<file path="config.mk">
export PLATFORM = sky130hd
export DESIGN_NAME = prescaled_counter
export DESIGN_NICKNAME = d
export VERILOG_FILES = /design/src/rtl/prescaled_counter.sv
export SDC_FILE = /design/constraint.sdc
export NUM_CORES = 1
export LEC_CHECK = 0
export ABC_CLOCK_PERIOD_IN_PS = 3290
export BUFFER_PORTS_ARGS = -buffer_cell sky130_fd_sc_hd__buf_2
export CAP_MARGIN = 20
export CELL_PAD_IN_SITES_DETAIL_PLACEMENT = 0
export CELL_PAD_IN_SITES_GLOBAL_PLACEMENT = 2
export CORE_UTILIZATION = 32
export DETAILED_ROUTE_END_ITERATION = 6
export GPL_ROUTABILITY_DRIVEN = 0
export PLACE_DENSITY_LB_ADDON = 0.08
export RECOVER_POWER = 50
export SYNTH_ARGS = -nofsm -noshare
export SYNTH_HDL_FRONTEND = slang
export SYNTH_SLANG_ARGS = --single-unit
export TNS_END_PERCENT = 30
</file>
<file path="constraint.sdc">
create_clock -name clock_i -period 3.29 [get_ports clock_i]
set_clock_uncertainty 0.15 [all_clocks]
set_input_delay 0 -clock clock_i [delete_from_list [all_inputs] [get_ports clock_i]]
set_output_delay 0 -clock clock_i [all_outputs]
set_load 0.05 [all_outputs]
</file>
<file path="src/rtl/prescaled_counter.sv">
// -----------------------------------------------------------------------------
// prescaled_counter
//
// Event counter driven through a runtime-programmable prescaler. Every
// (prescale_i + 1) enabled cycles the counter takes one step, either up or
// down. An up-count stops at limit_i and a down-count stops at zero. At that
// boundary the counter either wraps (SATURATE=0) or holds (SATURATE=1). Two
// registered pulses are provided so other blocks can chain off this one:
// tick_o marks each prescaler rollover, and wrap_o marks each step that
// reached the boundary.
//
// Parameters
//   COUNT_WIDTH     width of count_o, load_value_i and limit_i
//   PRESCALE_WIDTH  width of prescale_i and the internal prescale counter
//   SATURATE        0 = wrap at the boundary, 1 = hold at the boundary
//
// Ports
//   clock_i       in   clock, all state changes on the rising edge
//   reset_i       in   synchronous active-high reset
//   enable_i      in   advance the prescaler this cycle
//   up_i          in   1 = count up, 0 = count down (sampled on each step)
//   load_i        in   synchronous load of the count, clears the prescaler
//   load_value_i  in   value loaded when load_i = 1
//   prescale_i    in   divide ratio minus one
//   limit_i       in   up-count terminal value / down-wrap reload value
//   count_o       out  registered count
//   tick_o        out  registered pulse on every prescaler rollover
//   wrap_o        out  registered pulse when a step hits the boundary
// -----------------------------------------------------------------------------
module prescaled_counter #(
    parameter int COUNT_WIDTH    = 8,
    parameter int PRESCALE_WIDTH = 3,
    parameter bit SATURATE       = 1'b0
) (
    input  logic                      clock_i,
    input  logic                      reset_i,
    input  logic                      enable_i,
    input  logic                      up_i,
    input  logic                      load_i,
    input  logic [COUNT_WIDTH-1:0]    load_value_i,
    input  logic [PRESCALE_WIDTH-1:0] prescale_i,
    input  logic [COUNT_WIDTH-1:0]    limit_i,
    output logic [COUNT_WIDTH-1:0]    count_o,
    output logic                      tick_o,
    output logic                      wrap_o
);

    localparam logic [COUNT_WIDTH-1:0]    COUNT_ONE = COUNT_WIDTH'(1);
    localparam logic [PRESCALE_WIDTH-1:0] PCNT_ONE  = PRESCALE_WIDTH'(1);

    logic [COUNT_WIDTH-1:0]    count_q, count_d;
    logic [PRESCALE_WIDTH-1:0] pcnt_q,  pcnt_d;
    logic                      tick_q,  tick_d;
    logic                      wrap_q,  wrap_d;

    // Rollover and boundary decode.
    logic rollover;
    logic at_upper;
    logic at_lower;

    // The >= compare (rather than ==) keeps the prescaler from running past
    // the new period when prescale_i is lowered below the current progress.
    assign rollover = (pcnt_q >= prescale_i);
    // A count that is already above the limit also counts as a boundary on
    // an up step, so a load above limit_i wraps or holds on the next step.
    assign at_upper = (count_q >= limit_i);
    assign at_lower = (count_q == '0);

    // Next-state logic. Priority is load, then enable. Reset is applied in
    // the register process.
    // NOTE: every output of this block gets a default before any branch, so
    // no path leaves a signal unassigned and no latch is inferred.
    always_comb begin
        count_d = count_q;
        pcnt_d  = pcnt_q;
        tick_d  = 1'b0;
        wrap_d  = 1'b0;

        if (load_i) begin
            count_d = load_value_i;
            pcnt_d  = '0;
        end else if (enable_i) begin
            if (rollover) begin
                pcnt_d = '0;
                tick_d = 1'b1;
                if (up_i) begin
                    if (at_upper) begin
                        wrap_d  = 1'b1;
                        count_d = SATURATE ? count_q : '0;
                    end else begin
                        count_d = count_q + COUNT_ONE;
                    end
                end else begin
                    if (at_lower) begin
                        wrap_d  = 1'b1;
                        count_d = SATURATE ? '0 : limit_i;
                    end else begin
                        count_d = count_q - COUNT_ONE;
                    end
                end
            end else begin
                pcnt_d = pcnt_q + PCNT_ONE;
            end
        end
    end

    // State register with synchronous reset.
    // NOTE: sequential state uses non-blocking assignments so that every
    // register samples the values from before the edge, whatever the
    // statement order.
    always_ff @(posedge clock_i) begin
        if (reset_i) begin
            count_q <= '0;
            pcnt_q  <= '0;
            tick_q  <= 1'b0;
            wrap_q  <= 1'b0;
        end else begin
            count_q <= count_d;
            pcnt_q  <= pcnt_d;
            tick_q  <= tick_d;
            wrap_q  <= wrap_d;
        end
    end

    assign count_o = count_q;
    assign tick_o  = tick_q;
    assign wrap_o  = wrap_q;

endmodule

</file>
==> results of run 1 <==
power by group through the flow:
| stage | sequential (W) | combinational, W | clock (W) |
|---|---|---|---|
| 2_1_floorplan | 0.000211 | 0.000158 | 0 |
| 3_5_place_dp | 0.000193 | 0.000244 | 0 |
| 5_1_grt | 0.000193 | 0.000277 | 0.000157 |
| 4_1_cts | 0.000190 | 0.000253 | 0.000148 |
| 6_report | 0.000190 | 0.000251 | 0.000143 |
| 3_3_place_gp | 0.000193 | 0.000243 | 0 |
layer usage:
metal | global-route usage | vias to the layer above
met3 | 0.0382 | 2
li1 | - | 700
met2 | 0.278 | 38
met5 | 0 | -
met4 | 0.0163 | 0
met1 | 0.266 | 620
cell type report:
type / instances / area share
repair buffers: 45 / 0.163
inverters: 17 / 0.0392
flip-flops and latches: 13 / 0.160
multi-input cells: 127 / 0.573
well taps: 48 / 0.0369
clock buffers: 4 / 0.0277
through the flow:
| step | hold slack [ns] | instances | utilization | area (sq um) | setup WS (ns) |
|---|---|---|---|---|---|
| after global routing | 0.0412 | 254 | 0.432 | 1630 | 0.522 |
| after global placement | 0.107 | 241 | 0.399 | 1510 | 0.788 |
| after detailed placement | 0.102 | 241 | 0.399 | 1510 | 0.683 |
| final | 0.0235 | 254 | 0.432 | 1630 | 0.642 |
| after CTS | 0.0206 | 254 | 0.435 | 1640 | 0.663 |
| after floorplan | -0.0659 | 164 | - | 1290 | 0.609 |
critical path: stages, from the launching register on:
cell and delay (ns):
dfxtp_1 0.58, ha_1 0.33, a21o_1 0.18, a211o_1 0.31, a21o_1 0.23, or4_1 0.52, a31oi_1 0.18, a41o_1 0.11
cell usage after synthesis, types with 2 or more instances:
library cell	count	area, sq um
xnor2_1	2	17.5
a31o_2	2	17.5
o211ai_1	2	15.0
nand3_1	3	15.0
ha_1	15	188
nor2_1	8	30.0
a31oi_1	3	18.8
nor3b_1	3	22.5
o22ai_1	2	12.5
mux2_2	2	22.5
mux2i_1	3	30.0
nand2b_1	3	18.8
xor2_1	3	26.3
nor3_1	7	35.0
dfxtp_1	13	260
a21oi_1	7	35.0
o21ai_0	13	65.1
a221oi_1	2	17.5
a211oi_1	2	15.0
nand2_1	13	48.8
o21bai_1	2	15.0
buf_2	5	25.0
a21o_1	3	22.5
inv_1	16	60.1
worst paths after layout:
check	end	slack, ns	cells past startpoint
hold / removal	count_o[0]	0.02	4
setup reg to reg	count_o[6]	0.64	7
setup / recovery	count_o[6]	0.64	7
hold reg to reg	pcnt_q[2]	0.37	2
registers in the layout (all words and copies together), names as in the netlist:
signal / cells
pcnt_q: 3
wrap_o: 1
tick_o: 1
count_o: 8
logic make-up after synthesis:
logic type | count (synthesis)
compound gates | 57
xor+xnor | 5
fa+ha+maj | 15
buf+inv | 24
flops | 13
mux | 5
simple gates | 45
what timing repair did:
item,CTS,global route
setup endpoints to repair,0,0
setup buffers,0,0
hold buffers,9,0
endpoints found under the hold margin,12,0
==> impl_metrics.env, run 1 <==
export IMPL_status="completed"
export IMPL_vdd_drop_max_v=0.000170
export IMPL_clk_pin_slew_ns=0.06
export IMPL_fin_crit_sh=0.805
export IMPL_hold_start="limit_i[0]"
export IMPL_track_usage=0.181
export IMPL_hp_class="in2reg"
export IMPL_drt_pass1_iterations=5
export IMPL_yosysWarnings=0
export IMPL_layout_common_cells="23 x buf_2, 16 x inv_1, 15 x ha_1"
export IMPL_cts_resized=0
export IMPL_synth_simple_gate_area_frac=0.188
export IMPL_portBuffers=33
export IMPL_grt_overflow=0
export IMPL_cts_sinks=13
export IMPL_syn_to_final_growth_pct=26.1
export IMPL_startpoint="count_o[6]"
export IMPL_ys_flop_type="dfxtp_1"
export IMPL_cts_max_path_buffers=2
export IMPL_clk_latency_ns=0.24
export IMPL_power_w=0.000584
export IMPL_wl_mm=3.66
export IMPL_synth_seq_cells=13
export IMPL_multi_input_area_sq_um=933
export IMPL_synthesis_area_sq_um=1290
export IMPL_nets=246
export IMPL_synthAdderAreaFrac=0.145
export IMPL_grt_setup_unrepaired="no"
export IMPL_synth_top_family_by_area="compound AO/OA/AOI/OAI gates"
export IMPL_dr_wl_met2_mm=1.62
export IMPL_required_ns=3.32
export IMPL_p_int_w=0.000358
export IMPL_h_tree_depth=1
export IMPL_grt_max_degree=17
export IMPL_fin_crit_ns=2.65
export IMPL_arrival_ns=2.68
export IMPL_synth_edff_count=0
export IMPL_powerDensity_nw_per_um2=359
export IMPL_end_kind="flop"
export IMPL_switching_share=0.387
export IMPL_synth_cells=164
export IMPL_ant_nets=0
export IMPL_antenna_cells=0
export IMPL_clkPwrFrac=0.244
export IMPL_layout_drive_gt1_share=0.194
export IMPL_initial_utilization=0.342
export IMPL_p_sw_w=0.000226
export IMPL_report_final_slew_viol_count=0
export IMPL_tightestPinTransition_ns=0.781
export IMPL_crit_fanout=10
export IMPL_met3_length_um=195
export IMPL_path_class="reg2reg"
export IMPL_top_layer_used="met4"
export IMPL_grt_antenna_before_repair=0
export IMPL_synthXorXnorAreaFrac=0.0339
export IMPL_ios=34
export IMPL_r2r_start="count_o[6]"
export IMPL_drt_initial_drc_count=72
export IMPL_cap_violations=0
export IMPL_fmax_mhz=378
export IMPL_muxShareOfSynthArea=0.0407
export IMPL_dieArea_sq_um=4290
export IMPL_wl_met1_mm=1.83
export IMPL_grt_pass1_wl_mm=6.06
export IMPL_avgViaCountPerCell=5.35
export IMPL_seq_area_frac_synth=0.202
export IMPL_drc_errors=0
export IMPL_dp_hpwl_mm=2.85
export IMPL_slew_headroom=0.475
export IMPL_p_seq_frac=0.326
export IMPL_fp_dieH_um=65.5
export IMPL_setup_tns_ns=0
export IMPL_vias=1360
export IMPL_setup_viol_count_final=0
export IMPL_syn_nets=203
export IMPL_cts_buffers=3
export IMPL_finalHoldViolCount=0
export IMPL_dieWidth_um=65.5
export IMPL_fillers=394
export IMPL_routedWlPerCell_um=14.4
export IMPL_cts_tree="done"
export IMPL_synth_area_per_cell_sq_um=7.87
export IMPL_seqCellArea_sq_um=260
export IMPL_grt_pass1_vias=1235
export IMPL_synth_cell_type_count=54
export IMPL_synth_compound_area_share=0.315
export IMPL_coreArea_sq_um=3770
export IMPL_cts_root_buf="clkbuf_8"
export IMPL_start_kind="flop"
export IMPL_mostFrequentLayoutCell="buf_2"
export IMPL_leakage_nw=0.719
export IMPL_p_comb_frac=0.429
export IMPL_synthArstFlopShare=0
export IMPL_rows=22
(Power assumes the default switching activity.)
==> run 2: changes to the inputs <==
--- a/config.mk
+++ b/config.mk
@@ -5,12 +5,13 @@
 export SDC_FILE = /design/constraint.sdc
 export NUM_CORES = 1
 export LEC_CHECK = 0
-export ABC_CLOCK_PERIOD_IN_PS = 3290
+export ABC_AREA = 1
+export ABC_CLOCK_PERIOD_IN_PS = 2500
 export BUFFER_PORTS_ARGS = -buffer_cell sky130_fd_sc_hd__buf_2
 export CAP_MARGIN = 20
 export CELL_PAD_IN_SITES_DETAIL_PLACEMENT = 0
 export CELL_PAD_IN_SITES_GLOBAL_PLACEMENT = 2
-export CORE_UTILIZATION = 32
+export CORE_UTILIZATION = 27
 export DETAILED_ROUTE_END_ITERATION = 6
 export GPL_ROUTABILITY_DRIVEN = 0
 export PLACE_DENSITY_LB_ADDON = 0.08
==> constraint.sdc (replaced) <==
create_clock -name clock_i -period 2.5 [get_ports clock_i]
set_clock_uncertainty 0.15 [all_clocks]
set_input_delay 0 -clock clock_i [delete_from_list [all_inputs] [get_ports clock_i]]
set_output_delay 0 -clock clock_i [all_outputs]
set_load 0.05 [all_outputs]
==> run 2 against run 1 <==
Against the previous run:
- the run now ends with hold timing left
- final area grew 5.4%
- global-route usage shrank 1.6 points
- core utilization fell by 7.6 points
- clock power increased by 33%
- via count rose by 9.8%
- first-iteration DRC count grew 36%
- synthesized cell count increased by 40%
- final cell count increased by 33%
- critical endpoint is now count_o[3]
- largest power group unchanged
==> impl_metrics.env, run 2 <==
export IMPL_synth_compound_area_share=0.103
export IMPL_drt_pass1_iterations=4
export IMPL_fillers=584
export IMPL_required_ns=2.49
export IMPL_whs_ns=-0.00664
export IMPL_crit_chain="ha_1 > a21oi_1 > o211ai_1 > nand2_1 > inv_2 > nor2_1 > nor2_1 > nand2_1 > nand2_1"
export IMPL_r2r_end="count_o[3]"
export IMPL_ant_nets=0
export IMPL_slew_headroom=0.596
export IMPL_path_class="reg2reg"
export IMPL_crit_fanout=8
export IMPL_hp_class="in2reg"
export IMPL_crit_buf_inv=1
export IMPL_cp_slowest_stage_delay_ns=0.36
export IMPL_powerDensity_nw_per_um2=477
export IMPL_drt_initial_drc_count=98
export IMPL_vdd_drop_max_v=0.000189
export IMPL_setup_slack_ns=0.615
export IMPL_synth_cells=230
export IMPL_layout_drive_gt1_share=0.170
export IMPL_mostFrequentLayoutCell="nand2_1"
export IMPL_grt_overflow=0
export IMPL_coreArea_sq_um=4820
export IMPL_reg2reg_depth=9
export IMPL_synth_area_leaders="nand2_1 19%, dfxtp_1 19%, ha_1 14%"
export IMPL_largest_reg_flops=8
export IMPL_crit_slowest_cell="nor2_1"
export IMPL_crit_cells=9
export IMPL_cts_setup_buffers=0
export IMPL_vias=1493
export IMPL_fmax_mhz=531
export IMPL_antenna_cells=0
export IMPL_cts_buffers=3
export IMPL_cp_common_cell="nand2_1"
export IMPL_fin_crit_ns=1.88
export IMPL_routedWlPerCell_um=12.0
export IMPL_muxShareOfSynthArea=0
export IMPL_rows=25
export IMPL_grt_setup_unrepaired="no"
export IMPL_track_usage=0.166
export IMPL_dieArea_sq_um=5420
export IMPL_fp_dieH_um=73.6
export IMPL_seq_area_frac_synth=0.188
export IMPL_clk_latency_ns=0.24
export IMPL_ios=34
export IMPL_dp_slack_ns=0.584
export IMPL_synth_area_per_cell_sq_um=6.02
export IMPL_yosysMostFrequentCell="nand2_1"
export IMPL_synth_common_cells="71 x nand2_1, 23 x inv_1, 22 x nand3_1, 22 x nor2_1, 15 x ha_1"
export IMPL_arrival_ns=1.87
export IMPL_syn_nets=269
export IMPL_status="finished, violations left"
export IMPL_seqCellArea_sq_um=260
export IMPL_multi_input_area_sq_um=962
export IMPL_synthArstFlopShare=0
export IMPL_end_kind="flop"
export IMPL_h_tree_depth=1
export IMPL_grt_antenna_before_repair=0
export IMPL_critPathCapture="count_o[3]"
export IMPL_initial_utilization=0.288
export IMPL_leakage_nw=0.908
export IMPL_grt_max_degree=16
export IMPL_failed_checks="hold timing"
export IMPL_crit_family="simple AND/OR/NAND/NOR gates"
export IMPL_layout_common_cells="71 x nand2_1, 23 x inv_1, 22 x nand3_1, 22 x nor2_1, 22 x buf_2"
export IMPL_drc_errors=0
export IMPL_wl_mm=4.04
export IMPL_cts_root_buf="clkbuf_8"
export IMPL_grt_pass1_vias=1414
export IMPL_nets=311
export IMPL_finalHoldViolCount=1
export IMPL_startpoint="pcnt_q[2]"
export IMPL_fin_crit_sh=0.754
export IMPL_cts_sinks=13
export IMPL_synth_edff_count=0
export IMPL_synthesis_area_sq_um=1390
export IMPL_portBuffers=33
export IMPL_avgViaCountPerCell=4.42
export IMPL_postCtsHoldBufs=7
export IMPL_power_w=0.000817
export IMPL_synth_cell_type_count=25
export IMPL_syn_to_final_growth_pct=23.8
export IMPL_yosysTopAreaCell="nand2_1"
export IMPL_report_final_slew_viol_count=0
export IMPL_cts_tree="done"
export IMPL_yosysWarnings=0
export IMPL_synth_simple_gate_area_frac=0.425
export IMPL_clk_pin_slew_ns=0.06
export IMPL_r2r_start="pcnt_q[2]"
export IMPL_synthXorXnorAreaFrac=0.0316
export IMPL_r2r_slack_ns=0.62
export IMPL_start_kind="flop"
export IMPL_grt_pass1_wl_mm=6.77
export IMPL_cap_violations=0
export IMPL_dp_hpwl_mm=3.31
export IMPL_dieWidth_um=73.6
export IMPL_synth_top_area_share=0.192
export IMPL_cts_max_path_buffers=2
export IMPL_synth_seq_cells=13
export IMPL_cts_resized=0
export IMPL_ys_flop_type="dfxtp_1"
export IMPL_synth_top_family_by_area="simple AND/OR/NAND/NOR gates"
export IMPL_synthAdderAreaFrac=0.136
export IMPL_setup_viol_count_final=0
export IMPL_tightestPinTransition_ns=0.609
export IMPL_setup_tns_ns=0
[run 2: logic make-up after synthesis]
logic type / Yosys count
buf+inv: 39
simple gates: 131
fa+ha+maj: 15
xor+xnor: 5
compound gates: 27
flops: 13
[run 2: worst min path at each step]
stage	cells after the start	to	from
after global placement	4	tick_o	reset_i
after global routing	5	count_o[0]	load_value_i[0]
final	5	count_o[2]	load_value_i[2]
after floorplan	2	pcnt_q[0]	enable_i
after CTS	5	count_o[2]	load_value_i[2]
after detailed placement	4	tick_o	reset_i
[run 2: stage by stage]
step | instance area (sq um) | std cells | hold WS, ns | utilization
floorplan | 1390 | 230 | -0.00276 | -
global placement | 1610 | 327 | 0.162 | 0.335
detailed placement | 1610 | 327 | 0.152 | 0.335
CTS | 1730 | 338 | 0.00180 | 0.359
global route | 1720 | 338 | 0.0412 | 0.356
finish | 1720 | 338 | -0.00664 | 0.356
[run 2: layer usage]
layer	vias up	global-route usage	wire length [um]
li1	812	-	-
met1	649	0.217	1940
met2	28	0.279	1940
met3	4	0.0316	129
met4	0	0.0385	30
met5	-	0	0
[run 2: worst min-delay path, delay by kind of cell]
family | cells | cell delay [ns]
and+or+nand+nor | 2 | 0.14
buffers and inverters | 1 | 0.07
AOI/OAI and AO/OA | 2 | 0.14
[run 2: area by class of cell]
class | instances | area share
Timing Repair Buffer | 42 | 0.138
Multi-Input combinational cell | 178 | 0.561
Clock buffer | 4 | 0.0263
Tap cell | 67 | 0.0489
Sequential cell | 13 | 0.152
Inverter | 34 | 0.0744
[run 2: report_power, final]
group / leakage (nW) / internal (W) / total, W / switching, W
Combinational: 0.779 / 0.000128 / 0.000372 / 0.000244
Sequential: 0.107 / 0.000223 / 0.000255 / 0.0000325
Clock: 0.0228 / 0.000113 / 0.000190 / 0.0000776
==> run 3: changes to the inputs <==
--- a/config.mk
+++ b/config.mk
@@ -5,13 +5,13 @@
 export SDC_FILE = /design/constraint.sdc
 export NUM_CORES = 1
 export LEC_CHECK = 0
-export ABC_AREA = 1
-export ABC_CLOCK_PERIOD_IN_PS = 2500
+export ABC_AREA = 0
+export ABC_CLOCK_PERIOD_IN_PS = 1900
 export BUFFER_PORTS_ARGS = -buffer_cell sky130_fd_sc_hd__buf_2
 export CAP_MARGIN = 20
 export CELL_PAD_IN_SITES_DETAIL_PLACEMENT = 0
 export CELL_PAD_IN_SITES_GLOBAL_PLACEMENT = 2
-export CORE_UTILIZATION = 27
+export CORE_UTILIZATION = 29
 export DETAILED_ROUTE_END_ITERATION = 6
 export GPL_ROUTABILITY_DRIVEN = 0
 export PLACE_DENSITY_LB_ADDON = 0.08
==> constraint.sdc (replaced) <==
create_clock -name clock_i -period 1.9 [get_ports clock_i]
set_clock_uncertainty 0.15 [all_clocks]
set_input_delay 0 -clock clock_i [delete_from_list [all_inputs] [get_ports clock_i]]
set_output_delay 0 -clock clock_i [all_outputs]
set_load 0.05 [all_outputs]
==> run 3 against run 2 <==
Against the previous run:
- the flow finishes with violations (setup timing)
- sequential power up 20%
- wire length up 5.2%
- sequential cell count unchanged
- clock-buffer cell count down 1
- final cell count down 16%
- sequential share of layout area down 0.88 points
- largest cell class unchanged
- largest power group unchanged
- highest routed layer unchanged
==> impl_metrics.env, run 3 (synthesis gave the netlist of run 1 again) <==
export IMPL_crit_chain="ha_4 > a21o_1 > a211o_1 > a21o_1 > or4_1 > a31oi_1 > a41o_1"
export IMPL_required_ns=1.94
export IMPL_powerDensity_nw_per_um2=592
export IMPL_mostFrequentLayoutCell="buf_4"
export IMPL_fin_crit_sh=1.12
export IMPL_grt_overflow=0
export IMPL_antenna_cells=0
export IMPL_holdPathEnd="count_o[1]"
export IMPL_failed_checks="setup timing"
export IMPL_crit_slowest_cell="or4_1"
export IMPL_slew_headroom=0.598
export IMPL_reg2reg_depth=7
export IMPL_hold_start="limit_i[1]"
export IMPL_whs_ns=0.00939
export IMPL_multi_input_area_sq_um=1040
export IMPL_largest_reg_flops=8
export IMPL_dp_hpwl_mm=3.47
export IMPL_cts_max_path_buffers=2
export IMPL_clk_pin_slew_ns=0.06
export IMPL_nets=274
export IMPL_dieWidth_um=68.7
export IMPL_seqCellArea_sq_um=283
export IMPL_portBuffers=33
export IMPL_layout_common_cells="31 x buf_4, 26 x buf_2, 15 x inv_1"
export IMPL_clkPwrFrac=0.225
export IMPL_cts_sinks=13
export IMPL_fillers=433
export IMPL_p_comb_frac=0.514
export IMPL_leakage_nw=0.902
export IMPL_p_seq_frac=0.261
export IMPL_vias=1491
export IMPL_grt_antenna_before_repair=0
export IMPL_h_tree_depth=1
export IMPL_switching_share=0.387
export IMPL_status="finished, violations left"
export IMPL_vdd_drop_max_v=0.000443
export IMPL_setup_tns_ns=-0.910
export IMPL_grt_max_degree=13
export IMPL_start_kind="flop"
export IMPL_setup_slack_ns=-0.234
export IMPL_crit_family="compound AO/OA/AOI/OAI gates"
export IMPL_cts_buffers=3
export IMPL_fmax_mhz=469
export IMPL_ios=34
export IMPL_track_usage=0.193
export IMPL_cts_tree="done"
export IMPL_report_final_slew_viol_count=0
export IMPL_coreArea_sq_um=4140
export IMPL_tightestPinTransition_ns=0.606
export IMPL_r2r_slack_ns=-0.23
export IMPL_grt_setup_unrepaired="yes"
export IMPL_r2r_start="count_o[6]"
export IMPL_drt_initial_drc_count=61
export IMPL_crit_buf_inv=0
export IMPL_hp_class="in2reg"
export IMPL_p_sw_w=0.000453
export IMPL_r2r_end="count_o[6]"
export IMPL_cp_common_cell="a21o_1"
export IMPL_syn_to_final_growth_pct=53.2
export IMPL_p_int_w=0.000717
export IMPL_ant_nets=0
export IMPL_fin_cells=284
export IMPL_cp_slowest_stage_delay_ns=0.40
export IMPL_drc_errors=0
export IMPL_fp_dieH_um=68.7
export IMPL_place_inst=270
export IMPL_path_class="reg2reg"
export IMPL_clk_latency_ns=0.25
export IMPL_min_path_cells=5
export IMPL_end_kind="flop"
export IMPL_setup_viol_count_final=8
export IMPL_cts_root_buf="clkbuf_8"
export IMPL_dieArea_sq_um=4720
export IMPL_wl_mm=4.25
export IMPL_initial_utilization=0.312
export IMPL_grt_pass1_vias=1416
export IMPL_rows=23
export IMPL_crit_fanout=5
export IMPL_startpoint="count_o[6]"
export IMPL_finalHoldViolCount=0
export IMPL_routedWlPerCell_um=15.0
export IMPL_drt_pass1_iterations=4
export IMPL_grt_pass1_wl_mm=6.61
export IMPL_arrival_ns=2.17
export IMPL_fin_crit_ns=2.13
export IMPL_cap_violations=0
export IMPL_layout_drive_gt1_share=0.402
export IMPL_avgViaCountPerCell=5.25
==> run 3: metal layers <==
metal  track usage  part of all wire  wire, um
met3        0.0477             0.045       191
met4        0.0306            0.0035        15
met5             0                 0         0
met1         0.258              0.49      2070
met2         0.317              0.46      1970
==> run 3: how the worst max path moves through the flow <==
stage | endpoint | slack [ns] | cells past startpoint
after detailed placement | count_o[6] | -0.26 | 7
final | count_o[6] | -0.23 | 7
after global routing | count_o[6] | -0.33 | 7
after global placement | count_o[3] | -0.16 | 8
after CTS | count_o[6] | -0.23 | 7
after floorplan | count_o[6] | -0.22 | 7
==> run 3: timing repair <==
item                       CTS  global route
gates resized for setup     12             2
setup endpoints to repair    8             8
hold buffers                 9             0
pin swaps                    5             4
hold endpoints to repair    12             0
buffers inserted             1             0
==> run 3: area by class of cell <==
class                           count  area share
Clock inverter                      1     0.00253
Inverter                           17      0.0335
Timing Repair Buffer               73       0.242
Sequential cell                    13       0.143
Multi-Input combinational cell    127       0.526
Clock buffer                        3      0.0209
Tap cell                           50      0.0316
==> run 3: power by group through the flow <==
stage | clock, W | combinational (W) | sequential, W
2_1_floorplan | 0 | 0.000284 | 0.000368
3_3_place_gp | 0 | 0.000539 | 0.000310
3_5_place_dp | 0 | 0.000549 | 0.000311
4_1_cts | 0.000273 | 0.000602 | 0.000305
5_1_grt | 0.000285 | 0.000654 | 0.000308
6_report | 0.000264 | 0.000602 | 0.000305
==> run 3: through the flow <==
step / power [W] / setup WS (ns) / instance area (sq um) / utilization
final: 0.00117 / -0.234 / 1980 / 0.477
after global routing: 0.00125 / -0.327 / 1980 / 0.477
after CTS: 0.00118 / -0.233 / 1980 / 0.477
after detailed placement: 0.000859 / -0.263 / 1770 / 0.428
after global placement: 0.000850 / -0.163 / 1770 / 0.428
after floorplan: 0.000652 / -0.220 / 1360 / -
==> run 3: worst register-to-register path, cell delays in order, from the launching register on <==
cell and delay [ns]:
dfxtp_4 0.35, ha_4 0.23, a21o_1 0.15, a211o_1 0.27, a21o_1 0.21, or4_1 0.40, a31oi_1 0.19, a41o_1 0.12
